$ cat config.mk
export PLATFORM = sky130hd
export DESIGN_NAME = egress_arbiter
export DESIGN_NICKNAME = d
export VERILOG_FILES = /design/src/rtl/egress_arbiter.sv
export SDC_FILE = /design/constraint.sdc
export NUM_CORES = 1
export LEC_CHECK = 0
export CORE_MARGIN = 5
export CORE_UTILIZATION = 39
export CTS_BUF_LIST = sky130_fd_sc_hd__clkbuf_4
export DETAILED_ROUTE_END_ITERATION = 8
export PLACE_DENSITY = 0.85
export REMOVE_ABC_BUFFERS = 1
export SYNTH_ARGS = -nofsm -noshare
export SYNTH_HDL_FRONTEND = slang
export SYNTH_SLANG_ARGS = --single-unit
$ cat constraint.sdc
create_clock -name clk -period 7.2 [get_ports clk]
set_input_delay 1.44 -clock clk [delete_from_list [all_inputs] [get_ports clk]]
set_output_delay 1.44 -clock clk [all_outputs]
set_load 0.1 [all_outputs]
$ cat src/rtl/egress_arbiter.sv
// egress_arbiter: drains eight FWFT FIFOs into one registered valid/ready stream,
// round-robin with bounded bursts, tagging each word with its source port.
module egress_arbiter #(
    parameter int N_PORTS = 8,
    parameter int DATA_W  = 32,
    parameter int BURST   = 4
) (
    input  logic                      clk,
    input  logic                      reset_n,
    input  logic [N_PORTS-1:0]        fifo_empty,
    input  logic [N_PORTS*DATA_W-1:0] fifo_data,
    output logic [N_PORTS-1:0]        fifo_pop,
    input  logic                      out_ready,
    output logic [DATA_W-1:0]         dataout,
    output logic                      dataValid,
    output logic [2:0]                address,
    output logic                      busy
);
    typedef enum logic {IDLE, SERVE} state_t;
    state_t            state, state_nxt;
    logic [2:0]        rr_ptr, grant, sel, idx, pop_idx;
    logic [4:0]        burst_cnt;
    logic              any, load_en, eob, do_pop;
    logic [DATA_W-1:0] heads [N_PORTS];
    for (genvar g = 0; g < N_PORTS; g++) begin : g_head
        assign heads[g] = fifo_data[g*DATA_W +: DATA_W];
    end
    assign load_en = !dataValid || out_ready;
    assign eob     = fifo_empty[grant] || burst_cnt == 5'(BURST);
    assign any     = ~&fifo_empty;
    assign pop_idx = state == IDLE ? sel : grant;
    assign do_pop  = state == IDLE ? load_en && any : load_en && !eob;
    // Scanning downwards leaves the first non-empty port at or after rr_ptr in sel
    always_comb begin
        sel = rr_ptr;
        idx = rr_ptr;
        for (int k = N_PORTS - 1; k >= 0; k--) begin
            idx = rr_ptr + 3'(k);
            if (!fifo_empty[idx]) sel = idx;
        end
    end
    always_ff @(posedge clk) begin
        if (!reset_n) state <= IDLE;
        else state <= state_nxt;
    end
    always_comb begin
        state_nxt = state == IDLE ? (do_pop ? SERVE : IDLE) : (eob ? IDLE : SERVE);
    end
    always_comb begin
        fifo_pop = (reset_n && do_pop) ? {{(N_PORTS-1){1'b0}}, 1'b1} << pop_idx : '0;
        busy     = state == SERVE;
    end
    always_ff @(posedge clk) begin
        if (!reset_n) begin
            dataout   <= '0;
            dataValid <= 1'b0;
            address   <= '0;
            rr_ptr    <= '0;
            burst_cnt <= '0;
            grant     <= '0;
        end else begin
            if (load_en) dataValid <= do_pop;
            if (do_pop) begin
                dataout <= heads[pop_idx];
                address <= pop_idx;
            end
            if (state == IDLE && do_pop) begin
                grant     <= sel;
                burst_cnt <= 5'd1;
            end else if (state == SERVE && eob) begin
                rr_ptr    <= grant + 3'd1;
                burst_cnt <= '0;
            end else if (do_pop) begin
                burst_cnt <= burst_cnt + 5'd1;
            end
        end
    end
endmodule

==> out/results.txt <==
Clock tree root driver cell: clkbuf_4. The data arrival time of the critical path is 4890 ps. Yosys mapped a number of flops with a built-in enable equal to 0. Counting flops with an async set or reset pin after synthesis yields a share of 0%. The logs give 714 for the post-synthesis instance total and 1119 for the number of filler instances in the final layout. The number of placed instances with taps included was 1142. The floorplan has 41 rows. The worst hold path depth is 1, and the fraction of final layout cells sized beyond drive strength 1 is 5.930%.

The analysis attributes to cell leakage a power of 3.291 nW. The count of instances resized after the clock tree is built came out at 0. Cell type group with the largest total delay on the critical path: compound AO/OA/AOI/OAI gates. The worst hold path begins at address[2]$_SDFFE_PN0P_.

The via count of the first global-routing pass came out at 5908. The tools report the critical path endpoint category as a primary output. The logs give 912.2 ps for the worst-case setup slack after placement and 57 for the number of distinct library cell variants in the gate-level netlist after synthesis.

Summed over all nets, the half-perimeter wirelength after detailed placement is 16.33 mm. The tool flagged a number of max-cap violations equal to 0. Post-CTS timing repair inserted 0 buffers for setup. The highest clock rate is 158.0 MHz, and the maximum vdd ir drop is 0.3039 mV. STA classifies the critical path startpoint as a primary input.

For this design the ratio of total power to cell area is 334.2 nW/um^2. Excluding fillers, the count of instances in the completed layout stands at 1151. Clock-pin slew was measured on the worst setup and hold paths at 140 ps. On the final layout, the worst clock skew is 22.84 ps.

The logs give 19.59% for the sequential cell area fraction in the yosys report and 10.53 mm for the total met2 wirelength after detailed routing. The initial utilization of the core area, before any placement, comes to 39.36%. In this run, CTS created clock tree buffers numbering 5. The tools report the number of endpoints with negative hold slack in the final report as 0. Measured along the y axis, the die boundary spans 122.2 um. Across all hold checks on the routed design, the worst slack comes to 520.2 ps. The tools report the max-slew violation total from the final report as 0. Walking the worst path, the cells encountered are clkdlybuf4s50_1 > mux4_1 > a211o_1 > a21o_1 > a31o_2 > a21oi_2 > o31a_2 > and2_1 > nor2b_1 > buf_12. The worst slew margin relative to its limit is 29.14%.

Detailed routing placed a total of 1.917 mm of wire on met3. The floorplan die width was 122.2 um. Once routing completed, OpenROAD measured the worst setup slack at 872.5 ps.

For the initial detailed-routing violation count, the log shows 560. For hold timing, the worst endpoint is address[2]$_SDFFE_PN0P_. The transition time of the tightest slew-check pin works out to 1060 ps. The run gives 0 as the post-detailed-route DRC marker count.

In the final routed layout, each cell accounts on average for 18.34 um. The logs give 0.002707 W for the power after layout and 0 for the antenna violation net count after detailed routing. The slowest cell on the critical path was mux4_1.

The tools report the number of iterations in the first detailed-routing pass as 6. Yosys printed 0 warnings. Leaving out fill and tap cells, the most frequent cell in the layout is clkdlybuf4s50_1.

The tools report the number of levels in the clock H-tree as 2. The routed layout has 6139 vias. The detailed router used layers up to and including met4. After detailed routing, the total wire length is 21.11 mm. The wire length on met1 was 8.171 mm.

The library cells used most frequently in the layout, excluding fill and tap cells, are clkdlybuf4s50_1, nand2_1, dfxtp_1. TritonCTS built the clock tree. On the worst path, the slowest cell contributes a delay of 690 ps. Entering global routing, the biggest net connects 98 pins. Launch instance of the worst register-to-register path: rr_ptr[0]$_SDFFE_PN0P_. Setup violations remaining at the end of the flow were counted as 0. Global routing used 26.84% of the available tracks across all layers. For the initial antenna violation count, the log shows 1.

In the synthesized netlist the dominant register cell turns out to be dfxtp_1. The wire length of the first global-routing pass was 31.54 mm; the clock period minus final worst setup slack was 6328 ps. The cell area after synthesis was 4906 um^2; the final global-route overflow total was 0. The worst register-to-register path has a depth of 15. The tools report the insertion delay to the later sink of the worst-skew pair as 380 ps. Of all nets on the critical path, the largest fanout is 14.

The endpoint identified for the worst register-to-register timing path is dataout[1]$_SDFFE_PN0P_. In this run the register-to-register setup slack is 2250 ps. In the final design database the tool counted 1249 nets. Each instance of the synthesized netlist takes up on average 6.871 um^2. After detailed routing, the number of vias per cell comes to 5.334. The critical path contains buffers and inverters numbering 2 combined.

The placer's final routability congestion estimate is 0.9463, and the share of the clock period used by the worst path after layout is 87.88%. The path category of the worst min-delay check was reg2reg. In this run the tool buffered the top-level ports with 311 buffer cells. The floorplan step defined a die boundary enclosing 14920 um^2. Summed over all failing endpoints, the final setup total negative slack is 0 ps.

The clock net in this run drives a total of 48 sinks. The run gives 12470 um^2 as the core area. For the I/O pin total, the log shows 312. In this run, synthesis produced a sequential element count of 48. The run finished with clean final reports. The area growth from synthesis to layout is 65.09%. Counting along the longest clock path gives a buffer depth of 2. Setup repair after global routing left no endpoint under its margin. In this run, post-CTS hold repair placed 0 buffers.

The critical setup path kind is in2out. For the worst setup path, the data required time is 5760 ps.
==> worst max path at each step <==
stage             startpoint     endpoint  cells after the start
4_1_cts        fifo_empty[1]  fifo_pop[1]                     10
5_1_grt        fifo_empty[1]  fifo_pop[1]                     10
6_report       fifo_empty[1]  fifo_pop[1]                     10
3_3_place_gp   fifo_empty[1]  fifo_pop[0]                     10
3_5_place_dp   fifo_empty[1]  fifo_pop[1]                     10
2_1_floorplan  fifo_empty[2]  fifo_pop[0]                      8
==> worst reg2reg max path, cell delays in order (launching register included) <==
cell	delay [ps]
dfxtp_1	340
buf_4	290
inv_1	140
ha_1	580
mux4_1	480
mux2_2	340
a21oi_1	170
o31ai_2	120
mux2i_1	200
nor2_4	140
buf_4	760
buf_4	650
mux2i_1	170
a32oi_1	200
o211ai_1	110
a21oi_1	190
==> per-layer routing <==
metal	up-vias	track usage, %
li1	3051	-
met1	2799	32.67
met2	259	46.89
met3	30	6.917
met4	0	7.278
met5	-	0
==> kinds of logic (layout without fill, tap and decap cells) <==
| kind of cell | after synthesis | count (layout) | synth area share [%] |
|---|---|---|---|
| xor+xnor | 8 | 8 | 1.428 |
| simple gates | 338 | 338 | 28.59 |
| fa+ha+maj | 5 | 5 | 1.275 |
| buf+inv | 77 | 341 | 8.493 |
| compound gates | 173 | 173 | 23.97 |
| other cells | 0 | 1 | 0 |
| flops | 48 | 48 | 19.59 |
| mux | 65 | 65 | 16.65 |
==> flip-flops by register name, summed over array words and instances (netlist names) <==
signal,cells
burst_cnt,5
rr_ptr,3
address,3
dataout,32
busy,1
dataValid,1
grant,3
==> synth_stat cells, types with 4 or more instances <==
library cell	n	area share, %
nand2_1	238	18
dfxtp_1	48	20
mux2i_1	45	9.2
a21oi_1	40	4.1
nand3_1	40	4.1
o21ai_0	40	4.1
o211ai_1	33	5.0
a32oi_1	32	5.7
nor2_1	29	2.2
clkbuf_1	24	1.8
buf_2	23	2.3
nor2b_1	12	1.5
mux4_2	11	5.0
buf_4	10	1.5
inv_1	10	0.77
buf_6	8	1.8
mux2_2	7	1.6
ha_1	5	1.3
xor2_1	5	0.89
and2_1	4	0.51
nand4_1	4	0.51
==> through the flow <==
step           util [%]  area [um^2]
6_report          64.97         8099
5_1_grt           64.97         8099
4_1_cts           64.95         8097
3_5_place_dp      64.44         8033
3_3_place_gp      64.44         8033
2_1_floorplan         -         4527
==> area by class of cell <==
cell class	count	area, um^2	share of cell area, %
sequential	48	960.9	11.86
clock buffer	5	37.54	0.4635
antenna	1	2.502	0.03090
inverter	10	37.54	0.4635
timing repair buffer	323	3271	40.38
multi-input combinational	589	3548	43.81
clock inverter	3	26.28	0.3244
tap	172	215.2	2.657
==> where the power goes <==
| group | internal [W] | leakage [nW] | total [W] | switching [W] |
|---|---|---|---|---|
| combinational | 0.000717 | 2.86 | 0.00217 | 0.00145 |
| sequential | 0.000351 | 0.398 | 0.000404 | 0.0000524 |
| clock | 0.0000415 | 0.0362 | 0.000137 | 0.0000958 |
(Power assumes the default switching activity.)
